### src/rtl/sd_clk_pkg.sv
// Shared types and defaults for the SD card clock generator.
package sd_clk_pkg;

    // Divider/FSM states.
    typedef enum logic [1:0] {
        WAIT_LOCK = 2'd0,
        IDLE      = 2'd1,
        RUN       = 2'd2
    } state_t;

    // Defaults assume a ~99 MHz PLL clock.
    localparam int DIV_SLOW_DEF  = 125;   // 99 MHz / 250 = 396 kHz
    localparam int DIV_FAST_DEF  = 2;     // 99 MHz / 4 = 24.75 MHz
    localparam int LOCK_WAIT_DEF = 1024;

    // Bits needed to hold values 0..max_val; never less than one bit.
    function automatic int cnt_width(input int max_val);
        int w;
        w = $clog2(max_val + 1);
        return (w < 1) ? 1 : w;
    endfunction

endpackage

### src/rtl/lock_filter.sv
// PLL lock filter: 2-flop synchroniser followed by a saturating
// stability counter. ready_o asserts once lock has been seen high for
// LOCK_WAIT consecutive synchronised cycles.
module lock_filter
    import sd_clk_pkg::*;
#(
    parameter int LOCK_WAIT = LOCK_WAIT_DEF
) (
    input  logic clk_i,
    input  logic rstn_i,
    input  logic pll_lock_i,
    output logic ready_o
);

    localparam int             LW       = cnt_width(LOCK_WAIT);
    localparam logic [LW-1:0]  LCNT_MAX = LW'(LOCK_WAIT);

    logic [1:0]    sync_reg;
    logic          lock_s;
    logic [LW-1:0] lcnt_reg;
    logic [LW-1:0] lcnt_next;

    // Synchroniser chain; stage 0 samples the asynchronous lock flag.
    for (genvar gi = 0; gi < 2; gi++) begin : g_sync
        if (gi == 0) begin : g_first
            // First stage captures the raw PLL lock.
            always_ff @(posedge clk_i or negedge rstn_i) begin
                if (!rstn_i) sync_reg[gi] <= 1'b0;
                else         sync_reg[gi] <= pll_lock_i;
            end
        end else begin : g_rest
            // Later stages shift the sample along the chain.
            always_ff @(posedge clk_i or negedge rstn_i) begin
                if (!rstn_i) sync_reg[gi] <= 1'b0;
                else         sync_reg[gi] <= sync_reg[gi-1];
            end
        end
    end

    assign lock_s = sync_reg[1];

    // Count consecutive lock-high cycles, saturating; any low clears it.
    always_comb begin
        lcnt_next = lcnt_reg;
        if (!lock_s)
            lcnt_next = '0;
        else if (lcnt_reg != LCNT_MAX)
            lcnt_next = lcnt_reg + LW'(1);
    end

    // Stability counter register.
    always_ff @(posedge clk_i or negedge rstn_i) begin
        if (!rstn_i) lcnt_reg <= '0;
        else         lcnt_reg <= lcnt_next;
    end

    // Decoded from the register, so it drops on the edge that clears lcnt.
    assign ready_o = (lcnt_reg == LCNT_MAX);

endmodule

### src/rtl/sd_clk_gen.sv
// SD card clock generator: divides the PLL clock to a slow or fast
// SD clock, changing rate or stopping only at the end of a full low
// half-period so no phase is ever shortened.
module sd_clk_gen
    import sd_clk_pkg::*;
#(
    parameter int DIV_SLOW  = DIV_SLOW_DEF,
    parameter int DIV_FAST  = DIV_FAST_DEF,
    parameter int LOCK_WAIT = LOCK_WAIT_DEF
) (
    input  logic clk_i,
    input  logic rstn_i,
    input  logic pll_lock_i,
    input  logic en_i,
    input  logic fast_i,
    output logic sd_clk_o,
    output logic rise_stb_o,
    output logic fall_stb_o,
    output logic mode_o,
    output logic ready_o
);

    localparam int            CW      = cnt_width(DIV_SLOW);
    localparam logic [CW-1:0] SLOW_M1 = CW'(DIV_SLOW - 1);
    localparam logic [CW-1:0] FAST_M1 = CW'(DIV_FAST - 1);

    state_t        state_reg, state_next;
    logic [CW-1:0] cnt_reg, cnt_next;
    logic          sd_clk_reg, sd_clk_next;
    logic          mode_reg, mode_next;
    logic          rise_stb, fall_stb;
    logic [CW-1:0] half_m1;
    logic          at_end;

    lock_filter #(
        .LOCK_WAIT (LOCK_WAIT)
    ) u_lock_filter (
        .clk_i      (clk_i),
        .rstn_i     (rstn_i),
        .pll_lock_i (pll_lock_i),
        .ready_o    (ready_o)
    );

    assign half_m1 = mode_reg ? FAST_M1 : SLOW_M1;
    assign at_end  = (cnt_reg == half_m1);

    // Next-state, divider and strobe logic.
    always_comb begin
        state_next  = state_reg;
        cnt_next    = cnt_reg;
        sd_clk_next = sd_clk_reg;
        mode_next   = mode_reg;
        rise_stb    = 1'b0;
        fall_stb    = 1'b0;
        case (state_reg)
            WAIT_LOCK: begin
                sd_clk_next = 1'b0;
                cnt_next    = '0;
                if (ready_o) state_next = IDLE;
            end
            IDLE: begin
                sd_clk_next = 1'b0;
                cnt_next    = '0;
                if (!ready_o) begin
                    state_next = WAIT_LOCK;
                end else if (en_i) begin
                    mode_next  = fast_i;
                    state_next = RUN;
                end
            end
            RUN: begin
                if (!ready_o) begin
                    // PLL clock is untrustworthy: drop everything, no strobes.
                    state_next  = WAIT_LOCK;
                    sd_clk_next = 1'b0;
                    cnt_next    = '0;
                end else if (at_end) begin
                    cnt_next = '0;
                    if (sd_clk_reg) begin
                        sd_clk_next = 1'b0;
                        fall_stb    = 1'b1;
                    end else if (en_i) begin
                        // Switch point: new rate takes effect on this high phase.
                        sd_clk_next = 1'b1;
                        rise_stb    = 1'b1;
                        mode_next   = fast_i;
                    end else begin
                        // Stop cleanly after a full low phase.
                        state_next = IDLE;
                    end
                end else begin
                    cnt_next = cnt_reg + CW'(1);
                end
            end
            default: begin
                state_next  = WAIT_LOCK;
                sd_clk_next = 1'b0;
                cnt_next    = '0;
            end
        endcase
    end

    // State, counter, SD clock and applied-rate registers.
    always_ff @(posedge clk_i or negedge rstn_i) begin
        if (!rstn_i) begin
            state_reg  <= WAIT_LOCK;
            cnt_reg    <= '0;
            sd_clk_reg <= 1'b0;
            mode_reg   <= 1'b0;
        end else begin
            state_reg  <= state_next;
            cnt_reg    <= cnt_next;
            sd_clk_reg <= sd_clk_next;
            mode_reg   <= mode_next;
        end
    end

    assign sd_clk_o   = sd_clk_reg;
    assign rise_stb_o = rise_stb;
    assign fall_stb_o = fall_stb;
    assign mode_o     = mode_reg;

endmodule
### config.mk
export PLATFORM = sky130hd
export DESIGN_NAME = sd_clk_gen
export DESIGN_NICKNAME = d
export VERILOG_FILES = /design/src/rtl/sd_clk_pkg.sv /design/src/rtl/lock_filter.sv /design/src/rtl/sd_clk_gen.sv
export SDC_FILE = /design/constraint.sdc
export NUM_CORES = 1
export LEC_CHECK = 0
export CAP_MARGIN = 5
export CORE_MARGIN = 4
export CORE_UTILIZATION = 60
export CTS_BUF_LIST = sky130_fd_sc_hd__clkbuf_8
export DETAILED_ROUTE_END_ITERATION = 8
export MAX_ROUTING_LAYER = met4
export PLACE_DENSITY = 0.8
export RECOVER_POWER = 25
export SLEW_MARGIN = 15
export SYNTH_ARGS = -nofsm -noshare
export SYNTH_HDL_FRONTEND = slang
export SYNTH_SLANG_ARGS = --single-unit
export TNS_END_PERCENT = 5
### constraint.sdc
create_clock -name clk_i -period 3.1 [get_ports clk_i]
set_input_delay 0.93 -clock clk_i [delete_from_list [all_inputs] [get_ports clk_i]]
set_output_delay 0.93 -clock clk_i [all_outputs]
set_load 0.02 [all_outputs]
# After elaboration in Yosys (flattened, before gate mapping)
# Cells that the tools add are included.
[totals]
inputBits = 5
reg_bits = 24
[op_classes]
addsub = 2
n_mux = 32
n_eq_ne = 15
reduce_logical = 4
[ops]
columns = ["operator", "n"]
rows = [
  ["$mux 7", 4],
  ["$mux 11", 2],
  ["$mux 1", 17],
  ["$mux 2", 7],
  ["$ne 2x2->1 const B", 6],
  ["$ne 3x3->1 const B", 4],
  ["$add 11x1->11 const B", 1],
  ["$eq 11x11->1 const B", 1],
  ["$ne 11x11->1 const B", 1],
  ["$reduce_and 5->1", 2],
  ["$add 7x1->7 const B", 1],
  ["$eq 7x7->1", 1],
  ["$pmux 2 s3", 1],
  ["$eq 2x1->1 const B", 1],
  ["$eq 2x2->1 const B", 1],
  ["$logic_not 2->1", 1],
  ["$pmux 1 s2", 1],
  ["$reduce_bool 2->1", 1],
]

# Depth between registers and ports, before layout
# Gate-level depths: netlist of run 1.
[logic_depth]
ltp_word = 5
mapped_depth = 6
depth_no_buf = 6

# Cells and area by module
# Synthesis of run 1 repeated with hierarchy kept, for this count alone.
[hier_totals]
cells_unflattened = 118
hier_area_um2 = 1236.2
[by_module_without_submodules]
columns = ["mod", "n_inst", "seq_area_each_um2", "cells_per_inst", "area_each_um2"]
rows = [
  ["lock_filter", 1, 325.3, 62, 636.9],
  ["sd_clk_gen", 1, 275.3, 56, 599.3],
]

# Least setup slack after synthesis of run 1
# OpenSTA, ideal clock, no wires.
[synth_timing]
path_type = "reg-to-output"
from = "register u_lock_filter.lcnt_reg[2]"
to = "output port rise_stb_o"
path_stages_with_launch = 4
slack_ns = 0.394
required_ns = 2.170
arrival_ns = 1.776
cell_sequence = "dfrtp_1 nor4_2 nand4_2 nor4_1"
[synth_via]
elab_chain_cells = 3
[synth_rtl]
columns = ["element", "line", "text"]
rows = [
  ["start: declaration", "lock_filter.sv:20", "logic [LW-1:0] lcnt_reg;"],
  ["start signal: assignment", "lock_filter.sv:54", "else lcnt_reg <= lcnt_next;"],
  ["$eq 11x11->1", "lock_filter.sv:58", "assign ready_o = (lcnt_reg == LCNT_MAX);"],
  ["$mux 1", "sd_clk_gen.sv:72", "if (!ready_o) begin"],
  ["$mux 1", "sd_clk_gen.sv:55", "case (state_reg)"],
  ["end: declaration", "sd_clk_gen.sv:17", "output logic rise_stb_o,"],
]
# No other way between the ends.

# Worst setup path after layout of run 1
[layout_timing]
from = "input port en_i"
to = "output port rise_stb_o"
[layout_via]
elab_chain_cells = 5
[layout_rtl]
columns = ["element", "line", "text"]
rows = [
  ["start: declaration", "sd_clk_gen.sv:14", "input logic en_i,"],
  ["$mux 1", "sd_clk_gen.sv:82", "end else if (en_i) begin"],
  ["$mux 1", "sd_clk_gen.sv:79", "if (sd_clk_reg) begin"],
  ["$mux 1", "sd_clk_gen.sv:77", "end else if (at_end) begin"],
  ["$mux 1", "sd_clk_gen.sv:72", ""],
  ["$mux 1", "sd_clk_gen.sv:55", ""],
]
# No other way between the ends.

==> results.txt, run 1 <==
Layout cells sized above 1: 0.1277
Layout filler cell count: 151
Max-Cap Viols: 0
First-pass GRT wire length: 4305 um
Layout Nets: 150
Global Route met1 Usage: 0.2470
CTS H-tree lvls: 1
CP max FO: 2
Met3 usage in global routing: 0.04905
Status: finished, final reports clean
Initial antenna violation count: 0
Commonest non-fill, non-tap cell in the layout: dfrtp_1
Die area: 0.002948 sq mm
Largest net degree at the start of global routing: 25
I/O Pins: 10
Post-route insts no fill: 168
Post-synthesis cell count: 124
Final Hold Viols: 0
Setup Crit Path Kind: in -> out
Vias in the first global route: 985
Initial Utilization: 0.6425
Clock Tree Buf Depth: 2
Port-buffer cells: 9
Mapped Nets: 132
Final setup TNS: 0 ns
Clock skew: 0.001275 ns
CTS tree: yes
GRT Total Usage: 0.2095
Final core occ: 0.7544
Leakage Power: 0.6741 nW
Combinational Power Share: 0.043
Clock power share: 0.436
Antenna viol nets, final: 0
Distinct cells, synth: 38
Psw: 0.1177 mW
Global route overflow: 0
Power Total: 0.6200 mW
Clk_lat worst skew: 0.27 ns
Fin crit share: 0.9437
RSZ-0062 raised after global routing: false
Clock sink total: 24
Met2 Use GR: 0.3466
Cts hold-fix bufs: 0
# setup viols final: 0
Hpwl dp: 1705 um
Synth Cell Area: 0.001286 sq mm
Synth top area cells: dfrtp_1 (47%), xnor2_1 (6.1%), and2_1 (3.4%), xor2_1 (3.4%), ha_1 (2.9%)
Yosys Warn Count: 0
Die width: 54.30 um
CP arrival: 2.00 ns
Routed wire length: 2293 um
Sequential share of the synthesized area: 0.4669
Max Freq: 341.8 MHz
Final Max Tran Viols: 0
Synth area leader: dfrtp_1
Max FFs per register: 11
Grt peak-use layer: met2
Total placed cells including tap cells: 164
Area Overhead vs Synth: 17.41%
DRC: 0
DRT Pass-1 Iters: 4
Maximum vdd ir drop: 0.2676 mV
Share of power burned in registers: 0.521
Placer congestion estimate: 0.7570
Max_slew headroom: 0.1752
Vias/cell: 5.774
Worst setup SP type: input port
Post-synthesis register bit count: 24
Sw Ratio: 0.1899
Most frequent cells in the layout: dfrtp_1 (24), nor2_1 (10), xnor2_1 (9), nand2_1 (9)
Actual slew at the worst max-slew pin: 1.237 ns
HP Class: reg -> reg
CP Capture Type: primary output
CTS Buf Count: 3
Clock slew at reported path FFs: 0.08 ns
Vias: 970
Critical Path RT: 2.17 ns
Starting DRT DRC Count: 19
Power Dens Cells: 410.5 mW/mm^2
Syn Area/Cell: 10.37 sq um
Clock root buffer: clkbuf_8
Antenna Cells: 0
Wire per inst: 13.65 um
Row cnt: 16
Final Critical Period: 2.925 ns
Yosys top cell area share: 0.4669
Die outline height: 54.30 um
Pint: 0.5022 mW
Core region area: 0.002002 sq mm
-- through the flow --
| step | instance area (sq um) | hold WS, ns | setup slack, ns |
|---|---|---|---|
| finish | 1510 | 0.3525 | 0.1745 |
| global route | 1510 | 0.3763 | 0.06367 |
| CTS | 1514 | 0.3544 | 0.1677 |
| detailed placement | 1446 | 0.3347 | -0.1253 |
| global placement | 1446 | 0.3342 | -0.1196 |
| floorplan | 1286 | 0.3312 | 0.3944 |
-- cells in the mapped netlist --
library cell and n:
nand2_1 9, or4_1 1, nand2b_1 1, nor2b_1 2, and3_1 4, and4_1 2
a21oi_1 2, dfrtp_1 24, nand3_2 1, and4bb_2 2, nand4_1 4, a21boi_0 2
nand3_1 5, inv_1 6, nand4_2 1, nand3b_1 2, clkbuf_2 1, inv_2 1
o21ai_0 1, nor2_1 10, mux2i_1 1, or3_1 1, xor2_1 5, a311oi_1 1
o221ai_2 1, xnor2_1 9, buf_1 1, o21a_1 1, nor3_1 3, nor4_2 2
a41oi_1 1, nor4b_4 1, o211ai_1 1, and4b_1 1, and2_1 7, nor4_1 3
o31ai_1 1, ha_1 3
-- path summary, 6_finish.rpt --
kind,from,endpoint,slack (ns),cells after the start
max,en_i,rise_stb_o,0.17,4
min,u_lock_filter.sync_reg[0],u_lock_filter.lock_s,0.35,0
max reg2reg,cnt_reg[4],mode_o,1.32,5
min reg2reg,u_lock_filter.sync_reg[0],u_lock_filter.lock_s,0.35,0
max in group asynchronous,rstn_i,cnt_reg[4],0.93,2
min in group asynchronous,rstn_i,sd_clk_o,1.43,2
-- kinds of logic after synthesis --
group / after synthesis / share of synthesized area
AND/OR/NAND/NOR: 62 / 0.3074
flip-flops: 24 / 0.4669
XOR/XNOR: 14 / 0.09533
AO/OA/AOI/OAI: 11 / 0.06615
buffers and inverters: 9 / 0.02723
adder cells (fa/ha/maj): 3 / 0.02919
multiplexers: 1 / 0.007782
-- worst max-delay path: stages --
cell and delay (ns):
clkdlybuf4s50_1 0.48, nand2_1 0.08, nor4_1 0.15, dlygate4sd2_1 0.36
-- routing by layer --
layer | up-vias | routed length (um) | share of wire
met3 | 9 | 106 | 0.046
met4 | 0 | 47 | 0.020
met1 | 463 | 1017 | 0.44
met5 | - | 0 | 0
li1 | 476 | - | -
met2 | 22 | 1121 | 0.49
-- power by group through the flow --
stage | registers (mW) | clock network [mW] | logic [mW]
after floorplan | 0.328 | 0 | 0.0108
after global placement | 0.329 | 0 | 0.0271
after detailed placement | 0.330 | 0 | 0.0280
after CTS | 0.323 | 0.281 | 0.0282
after global routing | 0.325 | 0.293 | 0.0310
final | 0.323 | 0.270 | 0.0264
-- layout make-up --
type                       count  area [sq um]  share of cell area
multi-input combinational     91         650.6              0.4308
sequential                    24         600.6              0.3977
timing repair buffer          15         127.6             0.08451
clock buffer                   3         41.29             0.02734
tap                           27         33.78             0.02237
clock inverter                 1         30.03             0.01988
inverter                       7         26.28             0.01740
-- timing repair --
action                     CTS  global route
gates resized for setup      3             0
setup endpoints to repair    3             0
setup buffers                0             0
(Power assumes the default switching activity.)
==> run 2: changes to the inputs <==
Settings changed: CAP_MARGIN 5 to default, CELL_PAD_IN_SITES_DETAIL_PLACEMENT from default to 2, CELL_PAD_IN_SITES_GLOBAL_PLACEMENT from default to 2, CORE_UTILIZATION 60 to 42, PLACE_DENSITY 0.8 to 0.84.
==> run 2 against run 1 <==
Worst hold slack improved by 0.010 ns. Die area increased by 36%. Largest cell class unchanged. Routed wire length increased by 42%. Via count increased by 1.9%. Sequential cell count unchanged. Core utilization decreased by 22 points. Critical path type unchanged. Worst setup slack got worse by 0.12 ns. Register-to-register slack got worse by 0.02 ns.
==> results.txt, run 2 (synthesis gave the netlist of run 1 again) <==
Status: finished, final reports clean (unchanged)
CP max FO: 2 (unchanged)
Max Freq: 328.5 MHz (was 341.8 MHz)
Maximum vdd ir drop: 0.2810 mV (was 0.2676 mV)
Reg2Reg Setup Slack: 1.30 ns (was 1.32 ns)
Area of placed instances: 0.001451 sq mm (was 0.001446 sq mm)
Final WS setup: 0.05587 ns (was 0.1745 ns)
Initial antenna violation count: 0 (unchanged)
Clock skew: 0.007222 ns (was 0.001275 ns)
Die outline height: 63.34 um (was 54.30 um)
Placer congestion estimate: 0.7830 (was 0.7570)
CTS tree: yes (unchanged)
Power Dens Cells: 417.3 mW/mm^2 (was 410.5 mW/mm^2)
Clock slew at reported path FFs: 0.09 ns (was 0.08 ns)
Vias/cell: 5.744 (was 5.774)
Row cnt: 19 (was 16)
CP max stage delay: 0.51 ns (was 0.48 ns)
CTS Buf Count: 3 (unchanged)
CP Capture Type: primary output (unchanged)
Worst Hold Depth: 0 (unchanged)
Final Critical Period: 3.044 ns (was 2.925 ns)
Vias in the first global route: 1134 (was 985)
Max-Cap Viols: 0 (unchanged)
Hold path endpoint: u_lock_filter.lock_s (unchanged)
Register area: 600.6 sq um (unchanged)
Layout Nets: 150 (unchanged)
Commonest non-fill, non-tap cell in the layout: dfrtp_1 (unchanged)
Antenna Cells: 0 (unchanged)
Leakage Power: 0.6741 nW (unchanged)
Final setup TNS: 0 ns (unchanged)
Final instance area: 0.001515 sq mm (was 0.001510 sq mm)
Clock Tree Buf Depth: 2 (unchanged)
First-pass GRT wire length: 5733 um (was 4305 um)
Reg-to-reg startpoint: cnt_reg[4] (unchanged)
Critical path cell sequence: clkdlybuf4s50_1 > nand2_1 > nor4_1 > dlygate4sd2_1 (unchanged)
Final Hold Viols: 0 (unchanged)
Area Overhead vs Synth: 17.80% (was 17.41%)
# setup viols final: 0 (unchanged)
CTS H-tree lvls: 1 (unchanged)
Die width: 63.34 um (was 54.30 um)
CP arrival: 2.11 ns (was 2.00 ns)
Worst setup SP type: input port (unchanged)
DRC: 0 (unchanged)
Critical Path RT: 2.17 ns (about the same)
Die area: 0.004012 sq mm (was 0.002948 sq mm)
Final Hold Slack: 0.3629 ns (was 0.3525 ns)
Routed wire length: 3253 um (was 2293 um)
Max_slew headroom: 0.1175 (was 0.1752)
Wire per inst: 18.91 um (was 13.65 um)
I/O Pins: 10 (unchanged)
RSZ-0062 raised after global routing: false (unchanged)
Max FFs per register: 11 (unchanged)
Total placed cells including tap cells: 168 (was 164)
Setup Crit Path Kind: in -> out (unchanged)
Worst Reg-to-Reg Cells: 5 (unchanged)
Fin crit share: 0.9820 (was 0.9437)
Final core occ: 0.5311 (was 0.7544)
HP Class: reg -> reg (unchanged)
DRT Pass-1 Iters: 2 (was 4)
Power Total: 0.6323 mW (was 0.6200 mW)
Port-buffer cells: 9 (unchanged)
Initial Utilization: 0.4509 (was 0.6425)
Layout cells sized above 1: 0.1277 (unchanged)
Hpwl dp: 2340 um (was 1705 um)
Slowest cell on crit path: clkdlybuf4s50_1 (unchanged)
Clk_lat worst skew: 0.27 ns (about the same)
Largest net degree at the start of global routing: 25 (unchanged)
Post-cts sizing count: 3 (unchanged)
Actual slew at the worst max-slew pin: 1.324 ns (was 1.237 ns)
Area of the multi-input gates: 650.6 sq um (unchanged)
Place WS: -0.2437 ns (was -0.1253 ns)
Post-route insts no fill: 172 (was 168)
Layout filler cell count: 295 (was 151)
Clock root buffer: clkbuf_8 (unchanged)
Final Max Tran Viols: 0 (unchanged)
R2r endpoint: mode_o (unchanged)
Cts hold-fix bufs: 0 (unchanged)
Core region area: 0.002853 sq mm (was 0.002002 sq mm)
Antenna viol nets, final: 0 (unchanged)
GRT Total Usage: 0.1906 (was 0.2095)
Global route overflow: 0 (unchanged)
Most frequent cells in the layout: dfrtp_1 (24), nor2_1 (10), xnor2_1 (9), nand2_1 (9) (unchanged)
Clock sink total: 24 (unchanged)
Vias: 988 (was 970)
Setup repair bufs after CTS: 0 (unchanged)
Starting DRT DRC Count: 32 (was 19)
Min-delay src: u_lock_filter.sync_reg[0] (unchanged)
run 2: cell counts in the layout (fill, tap and decap cells not counted):
Identical to the previous run, type by type.
run 2: final cells by class:
cell class,count,share of cell area
Timing Repair Buffer,15,0.08423
Multi-Input combinational cell,91,0.4294
Clock inverter,1,0.01982
Tap cell,31,0.02560
Inverter,7,0.01734
Sequential cell,24,0.3964
Clock buffer,3,0.02725
run 2: worst max-delay path by stage:
| stage | from | to | slack (ns) | cells past startpoint |
|---|---|---|---|---|
| after floorplan | u_lock_filter.lcnt_reg[2] | rise_stb_o | 0.39 | 3 |
| after global placement | en_i | rise_stb_o | -0.1 | 4 |
| after detailed placement | en_i | rise_stb_o | -0.24 | 4 |
| after CTS | en_i | rise_stb_o | 0.05 | 4 |
| after global routing | en_i | rise_stb_o | 0.02 | 4 |
| final | en_i | rise_stb_o | 0.06 | 4 |
run 2: routing by layer:
layer / GRT usage / vias to the layer above / wire length, um / share of wire
met1: 0.2154 / 507 / 1395 / 0.43
li1: - / 470 / - / -
met2: 0.3455 / 8 / 1767 / 0.54
met5: - / - / 0 / 0
met4: 0.06469 / 0 / 42 / 0.013
met3: 0.02309 / 3 / 48 / 0.015
run 2: worst max-delay path: cells and delay by family:
family,cells,cell delay [ns]
buf+inv,2,0.90
simple gates,2,0.28
run 2: where the power goes:
part	leakage, nW	total [mW]	switching, mW	internal (mW)
sequential	0.323	0.324	0.00651	0.317
combinational	0.315	0.0293	0.0165	0.0128
clock	0.0357	0.279	0.106	0.173
==> run 3: changes to the inputs <==
Settings changed: CAP_MARGIN from default to 20, CORE_MARGIN 4 to default.
==> run 3 against run 2 <==
First-iteration DRC count is 78% higher. Non-clock buffer count stayed put. Core utilization hardly changed. Power is 15% lower. Global-route usage is 2.9 points higher. Register-to-register slack better by 0.04 ns. Combinational power hardly changed. Count of clock-buffer cells in the layout stayed put. Critical endpoint unchanged. Via count is 0.91% lower.
==> results.txt, run 3 (synthesis gave the netlist of run 1 again) <==
Worst setup SP type: input port (unchanged)
Max_slew headroom: 0.1221 (was 0.1175)
Combinational Power Share: 0.054 (was 0.046)
CP Capture Type: primary output (unchanged)
Slowest cell on crit path: clkdlybuf4s50_1 (unchanged)
Final Max Tran Viols: 0 (unchanged)
Leakage Power: 0.6724 nW (was 0.6741 nW)
Starting DRT DRC Count: 57 (was 32)
Row cnt: 19 (unchanged)
DRC: 0 (unchanged)
HP Class: reg -> reg (unchanged)
Setup Crit Path Kind: in -> out (unchanged)
Die area: 0.003288 sq mm (was 0.004012 sq mm)
Final setup TNS: 0 ns (unchanged)
Actual slew at the worst max-slew pin: 1.317 ns (was 1.324 ns)
Layout Nets: 150 (unchanged)
Commonest non-fill, non-tap cell in the layout: dfrtp_1 (unchanged)
Setup repair bufs after CTS: 0 (unchanged)
Max-Cap Viols: 0 (unchanged)
Routed wire length: 3030 um (was 3253 um)
CP arrival: 2.01 ns (was 2.11 ns)
GRT Total Usage: 0.2196 (was 0.1906)
CTS tree: yes (unchanged)
Fin crit share: 0.9491 (was 0.9820)
Initial antenna violation count: 0 (unchanged)
Die width: 57.34 um (was 63.34 um)
# setup viols final: 0 (unchanged)
Worst path bufs/invs: 2 (unchanged)
Clock slew at reported path FFs: 0.08 ns (was 0.09 ns)
Clock root buffer: clkbuf_8 (unchanged)
Status: finished, final reports clean (unchanged)
Clock skew: 0.005842 ns (was 0.007222 ns)
Share of power burned in registers: 0.607 (was 0.512)
Clock Tree Buf Depth: 2 (unchanged)
CP max FO: 2 (unchanged)
Sw Ratio: 0.2192 (was 0.2045)
Worst Hold Depth: 0 (unchanged)
Power Dens Cells: 355.8 mW/mm^2 (was 417.3 mW/mm^2)
CTS Buf Count: 3 (unchanged)
Clock power share: 0.338 (was 0.442)
Most frequent cells in the layout: dfrtp_1 (24), nor2_1 (10), xnor2_1 (9), nand2_1 (9), and2_1 (7) (was dfrtp_1 (24), nor2_1 (10), xnor2_1 (9), nand2_1 (9))
Core region area: 0.002829 sq mm (was 0.002853 sq mm)
Antenna viol nets, final: 0 (unchanged)
Final Critical Period: 2.942 ns (was 3.044 ns)
Maximum vdd ir drop: 0.2489 mV (was 0.2810 mV)
Final Hold Viols: 0 (unchanged)
Max Freq: 339.9 MHz (was 328.5 MHz)
Final instance area: 0.001503 sq mm (was 0.001515 sq mm)
Vias in the first global route: 1081 (was 1134)
Initial Utilization: 0.4547 (was 0.4509)
Pint: 0.4174 mW (was 0.5029 mW)
CTS H-tree lvls: 1 (unchanged)
Area of placed instances: 0.001451 sq mm (unchanged)
Layout cells sized above 1: 0.1214 (was 0.1277)
Max FFs per register: 11 (unchanged)
Cts hold-fix bufs: 0 (unchanged)
Vias/cell: 5.725 (was 5.744)
Port-buffer cells: 9 (unchanged)
CP delay by family, top: buffers and inverters (unchanged)
DRT Pass-1 Iters: 2 (unchanged)
Psw: 0.1172 mW (was 0.1293 mW)
Hpwl dp: 2230 um (was 2340 um)
Global route overflow: 0 (unchanged)
Vias: 979 (was 988)
Largest net degree at the start of global routing: 25 (unchanged)
Clock sink total: 24 (unchanged)
RSZ-0062 raised after global routing: false (unchanged)
CP max stage delay: 0.48 ns (was 0.51 ns)
Critical path cell sequence: clkdlybuf4s50_1 > nand2_1 > nor4_1 > dlygate4sd2_1 (unchanged)
Placer congestion estimate: 0.7800 (was 0.7830)
Die outline height: 57.34 um (was 63.34 um)
Wire per inst: 17.72 um (was 18.91 um)
Critical Path RT: 2.17 ns (about the same)
Clk_lat worst skew: 0.26 ns (was 0.27 ns)
Area Overhead vs Synth: 16.83% (was 17.80%)
Antenna Cells: 0 (unchanged)
Worst Reg-to-Reg Cells: 5 (unchanged)
First-pass GRT wire length: 5250 um (was 5733 um)
Levels on crit path: 4 (unchanged)
I/O Pins: 10 (unchanged)
==> run 3: worst reg2reg max path, stage by stage (launching register included) <==
cell and delay (ns):
dfrtp_1 0.46, nor4b_4 0.31, o221ai_2 0.15, buf_4 0.18, or4_1 0.51, nand3_1 0.09
==> run 3: timing repair <==
| action | 4_1_cts | 5_1_grt |
|---|---|---|
| resized for setup | 5 | 0 |
| hold endpoints to repair | 0 | 0 |
| setup endpoints to repair | 3 | 0 |
==> run 3: per-stage QoR <==
stage | utilization | worst slack, ns | hold slack (ns) | instances | total power [mW]
after detailed placement | 0.5130 | -0.1655 | 0.3356 | 168 | 0.3605
after floorplan | - | 0.3944 | 0.3312 | 124 | 0.3387
after CTS | 0.5325 | 0.1442 | 0.3547 | 171 | 0.5446
after global placement | 0.5130 | -0.1262 | 0.3332 | 168 | 0.3575
after global routing | 0.5312 | 0.1034 | 0.3658 | 171 | 0.5570
final | 0.5312 | 0.1578 | 0.3501 | 171 | 0.5346
==> run 3: routing by layer <==
metal | track usage | wire [um] | vias up
li1 | - | - | 474
met1 | 0.2616 | 1325 | 490
met2 | 0.3621 | 1587 | 11
met3 | 0.03855 | 67 | 4
met4 | 0.09756 | 49 | 0
met5 | - | 0 | -
==> run 3: cell type report <==
cell class	count	area [sq um]
inverters	7	26.28
well taps	31	38.79
multi-input cells	91	668.1
repair buffers	15	127.6
clock buffers	3	41.29
fillers	298	1326
flip-flops and latches	24	600.6
==> run 3: worst paths after layout <==
| kind | startpoint | to | slack [ns] |
|---|---|---|---|
| worst max-delay path | en_i | rise_stb_o | 0.16 |
| min in group asynchronous | rstn_i | mode_o | 1.48 |
| worst max register to register | cnt_reg[4] | mode_o | 1.34 |
| worst min-delay path | u_lock_filter.sync_reg[0] | u_lock_filter.lock_s | 0.35 |
| worst min register to register | u_lock_filter.sync_reg[0] | u_lock_filter.lock_s | 0.35 |
| max in group asynchronous | rstn_i | cnt_reg[1] | 0.85 |
==> run 3: power groups by stage <==
| stage | clock network, mW | registers [mW] | logic, mW |
|---|---|---|---|
| after floorplan | 0 | 0.328 | 0.0108 |
| after detailed placement | 0 | 0.330 | 0.0301 |
| after global placement | 0 | 0.330 | 0.0279 |
| after global routing | 0.199 | 0.326 | 0.0328 |
| final | 0.181 | 0.325 | 0.0291 |
| after CTS | 0.189 | 0.324 | 0.0311 |
==> variant 1, RTL diff (flow settings as in run 1) <==
Set the package constant `LOCK_WAIT_DEF` to 256 (it was 1024).
--- a/src/rtl/sd_clk_pkg.sv
+++ b/src/rtl/sd_clk_pkg.sv
@@ -11,7 +11,7 @@
     // Defaults assume a ~99 MHz PLL clock.
     localparam int DIV_SLOW_DEF  = 125;   // 99 MHz / 250 = 396 kHz
     localparam int DIV_FAST_DEF  = 2;     // 99 MHz / 4 = 24.75 MHz
-    localparam int LOCK_WAIT_DEF = 1024;
+    localparam int LOCK_WAIT_DEF = 256;
 
     // Bits needed to hold values 0..max_val; never less than one bit.
     function automatic int cnt_width(input int max_val);
Formal check against the unedited RTL: no difference found for any inputs over 10 cycles, from zero or initial values and one cycle with rstn_i low; that may be too few to reach the edited logic, so the function may still have changed.
==> variant 1 against run 1 <==
  * Register-to-register slack got worse by 30 ps
  * Non-clock buffer count is 3 lower
  * Largest cell class unchanged
  * Largest power group unchanged
  * Synthesized area decreased by 8.1%
  * Synthesized cell count decreased by 11%
  * Sequential cell count decreased by 2
  * Design area decreased by 9.0%
  * Combinational power is 8.3% higher
  * Setup slack improved by 1.9 ps
  * Wire length shrank 8.6%
  * Clock skew is 1.5 ps higher
  * Sequential share of layout area increased by 0.30 points
  * Worst hold slack improved by 6.9 ps
  * Power is 4.8% lower
  * Final cell count is 12% lower
==> variant 1: results (changes against run 1) <==
Timing
  – Clk_skew: 2.73 ps (+1.46 ps)
  – Min Hold Slack: 359 ps (+6.91 ps)
  – Actual slew at the worst max-slew pin: 1180 ps (-53.5 ps)

Setup path
  – Worst r2r path cells: 6 (+1)
  – FF-to-FF setup slack: 1290 ps (-30 ps)
  – RR Startpoint: u_lock_filter.lcnt_reg[0]$_DFFE_PN0P_

Synth
  – Number of distinct library cells after synthesis: 32 (-16%)
  – Net Count, Synth: 118 (-11%)
  – Avg Inst Size Synth: 10.7 µm² (+3.6%)
  – Sequential share of the synthesized area: 46.6% (-0.13 points)
  – Top post-synthesis cells by count: dfrtp_1 (22), nor2_1 (11), and2_1 (9)
  – Largest cells by area after synthesis: dfrtp_1 (47%), xnor2_1 (5.2%), and2_1 (4.8%), nor4b_4 (4.0%), xor2_1 (3.7%)

Place
  – Setup WS pre-CTS: -242 ps (-117 ps)
  – GPL Wtd Cong: 0.790 (+4.4%)
  – HPWL after detailed placement: 1470 µm (-14%)
  – Post-Place Cell Area: 1310 µm² (-9.3%)
  – Placed Cells incl. Taps: 144 (-12%)

Drt
  – Routed wire length: 2100 µm (-8.6%)
  – Routed met3 length: 61 µm (-42%)
  – Met2 wire length: 1000 µm (-11%)
  – DRC marker count from the first detailed-route iteration: 18 (-1)

Outcome
  – Status: finished clean

Power and ir drop
  – Maximum vdd drop: 0.000320 V (+20%)
  – Leak Pwr: 0.628 nW (-6.8%)

GRT
  – Total GRT Usage: 19.1% (-1.8 points)
  – GR Util met3: 3.42% (-1.5 points)
  – Grt met2 use: 28.9% (-5.7 points)
  – Vias in the first global route: 845 (-14%)
  – Global-route wire length before repair: 3750 µm (-13%)
  – Largest net degree at the start of global routing: 23 (-8.0%)

Cells and area
  – Layout cell share with drive strength beyond 1: 10.6% (-2.2 points)
  – Max FFs per register: 9 (-2)
  – # nets final: 132 (-12%)

Worst hold path
  – Worst hold path type: reg2reg
variant 1: cell type report:
cell class	instances	area, µm²
Clock buffer	3	41.3
Fill cell	136	428
Timing Repair Buffer	12	103
Clock inverter	1	30.0
Sequential cell	22	551
Tap cell	25	31.3
Multi-Input combinational cell	79	596
Inverter	6	22.5
variant 1: cells by family after synthesis:
| logic type | synth area share [%] |
|---|---|
| buffers and inverters | 3.07 |
| adder cells (fa/ha/maj) | 3.17 |
| multiplexers | 1.69 |
| AO/OA/AOI/OAI | 5.29 |
| flip-flops | 46.6 |
| AND/OR/NAND/NOR | 31.3 |
| XOR/XNOR | 8.89 |
variant 1: what timing repair did:
item	in CTS	in global routing
resized for setup	2	3
setup endpoints to repair	2	1
pin swaps	1	0
variant 1: worst max-delay path by stage:
stage	startpoint	to	slack, ps	cells after the start
3_5_place_dp	en_i	rise_stb_o	-240	4
5_1_grt	u_lock_filter.lcnt_reg[0]$_DFFE_PN0P_	fall_stb_o	30	6
6_report	en_i	rise_stb_o	180	4
3_3_place_gp	en_i	rise_stb_o	-180	4
4_1_cts	en_i	rise_stb_o	40	4
2_1_floorplan	en_i	rise_stb_o	570	2
variant 1: power groups by stage:
| stage | sequential, mW | combinational [mW] | clock, mW |
|---|---|---|---|
| 2_1_floorplan | 0.301 | 0.0136 | 0 |
| 4_1_cts | 0.296 | 0.0301 | 0.272 |
| 5_1_grt | 0.297 | 0.0319 | 0.288 |
| 3_3_place_gp | 0.302 | 0.0285 | 0 |
| 3_5_place_dp | 0.302 | 0.0298 | 0 |
| 6_report | 0.296 | 0.0286 | 0.265 |
variant 1: critical path, stage by stage:
cell	delay, ps
clkdlybuf4s50_1	470
nor2b_1	160
nor3b_1	220
clkbuf_2	210
==> variant 2, RTL diff (flow settings as in run 1) <==
Made on the original files. Reset style: synchronous (`rstn_i`), changed in 4 clocked blocks. Comments in the files are not updated.
--- a/src/rtl/lock_filter.sv
+++ b/src/rtl/lock_filter.sv
@@ -24,13 +24,13 @@
     for (genvar gi = 0; gi < 2; gi++) begin : g_sync
         if (gi == 0) begin : g_first
             // First stage captures the raw PLL lock.
-            always_ff @(posedge clk_i or negedge rstn_i) begin
+            always_ff @(posedge clk_i) begin
                 if (!rstn_i) sync_reg[gi] <= 1'b0;
                 else         sync_reg[gi] <= pll_lock_i;
             end
         end else begin : g_rest
             // Later stages shift the sample along the chain.
-            always_ff @(posedge clk_i or negedge rstn_i) begin
+            always_ff @(posedge clk_i) begin
                 if (!rstn_i) sync_reg[gi] <= 1'b0;
                 else         sync_reg[gi] <= sync_reg[gi-1];
             end
@@ -49,7 +49,7 @@
     end
 
     // Stability counter register.
-    always_ff @(posedge clk_i or negedge rstn_i) begin
+    always_ff @(posedge clk_i) begin
         if (!rstn_i) lcnt_reg <= '0;
         else         lcnt_reg <= lcnt_next;
     end
--- a/src/rtl/sd_clk_gen.sv
+++ b/src/rtl/sd_clk_gen.sv
@@ -101,7 +101,7 @@
     end
 
     // State, counter, SD clock and applied-rate registers.
-    always_ff @(posedge clk_i or negedge rstn_i) begin
+    always_ff @(posedge clk_i) begin
         if (!rstn_i) begin
             state_reg  <= WAIT_LOCK;
             cnt_reg    <= '0;
Formal check against the unedited RTL: same outputs for any inputs over 10 cycles, from zero or initial values and one cycle with rstn_i low; that may be too few to reach the edited logic, so the function may still have changed.
==> variant 2 against run 1 <==
  * Final cell count is 1.2% lower
  * Synthesized area is 11% lower
  * Sequential share of layout area is 4.1 points lower
  * Wire length is 5.3% lower
  * Register-to-register slack better by 50 ps
  * Design area is 11% lower
  * Critical path depth is 1 higher
  * First-iteration DRC count is 32% higher
  * Setup slack worse by 100 ps
  * Sequential cell count stayed put
Power is not compared: it rests on default switching activity, and its combinational part moved more than twofold at a synthesized area within 25%.
==> variant 2: results (changes against run 1) <==
Cells and area
  – Inverters: 5 (-2)
  – Register area: 480 µm² (-20%)
  – Multi-input logic area: 641 µm² (-1.5%)
  – Non-clk bufs: 11 (-4)
  – Final core utilization: 76.5% (+1.0 points)
  – Layout cell share with drive strength beyond 1: 7.80% (-5.0 points)
  – Fin area: 1350 µm² (-11%)

Worst hold path
  – Hold Path Stages: 1 (+1)

Place
  – Setup WS pre-CTS: -208 ps (-83.0 ps)
  – HPWL after detailed placement: 1520 µm (-11%)

Synth
  – Multiplexer share of the synthesized area: 1.75% (+0.97 points)
  – Synth Flop Type: dfxtp_1
  – Sequential share of the synthesized area: 42.0% (-4.7 points)
  – Largest cells by area after synthesis: dfxtp_1 (42%), xor2_1 (6.9%), nor2_1 (5.9%), nand3_1 (3.9%), xnor2_1 (3.8%)
  – XOR/XNOR Fraction of Synth Area: 10.7% (+1.2 points)
  – Synth Instances: 128 (+3.2%)

GRT
  – Largest net degree at the start of global routing: 15 (-40%)
  – Global-route wire length before repair: 3840 µm (-11%)
  – Vias in the first global route: 885 (-10%)
  – Total GRT Usage: 19.3% (-1.7 points)

Drt
  – WL/cell: 13.1 µm (-4.2%)
  – Vias/cell: 5.67 (-1.8%)
  – Vias: 941 (-3.0%)
  – DRC marker count from the first detailed-route iteration: 25 (+6)
  – Met2 wire length: 989 µm (-12%)
  – M1 wire length: 1050 µm (+2.9%)

Timing
  – Actual slew at the worst max-slew pin: 458 ps (-779 ps)
  – Clk_skew: 1.56 ps (+0.287 ps)

Outcome
  – Status: finished clean

Setup path
  – Worst Path Arrival: 2100 ps (+100 ps)
## variant 2: layer usage
metal / global-route usage (%) / up-vias
met2: 30.5 / 30
li1: - / 480
met4: 6.55 / 0
met5: - / -
met3: 2.87 / 4
met1: 25.2 / 427
## variant 2: worst paths after layout
check                                          from                                      to  slack, ps
max                                            en_i                              rise_stb_o         70
min            u_lock_filter.sync_reg[0]$_SDFF_PN0_         u_lock_filter.lock_s$_SDFF_PN0_        440
max reg2reg  u_lock_filter.lcnt_reg[0]$_SDFFE_PN0P_  u_lock_filter.lcnt_reg[2]$_SDFFE_PN0P_       1370
min reg2reg    u_lock_filter.sync_reg[0]$_SDFF_PN0_         u_lock_filter.lock_s$_SDFF_PN0_        440
## variant 2: critical path, cell delays in order
cell and delay, ps:
clkdlybuf4s50_1 470, nor2b_1 180, nand3_1 90, nor2_1 90, dlygate4sd2_1 340
## variant 2: timing repair
action,CTS,global route
resized for setup,1,3
cloned,0,0
endpoints found under the setup margin,1,1
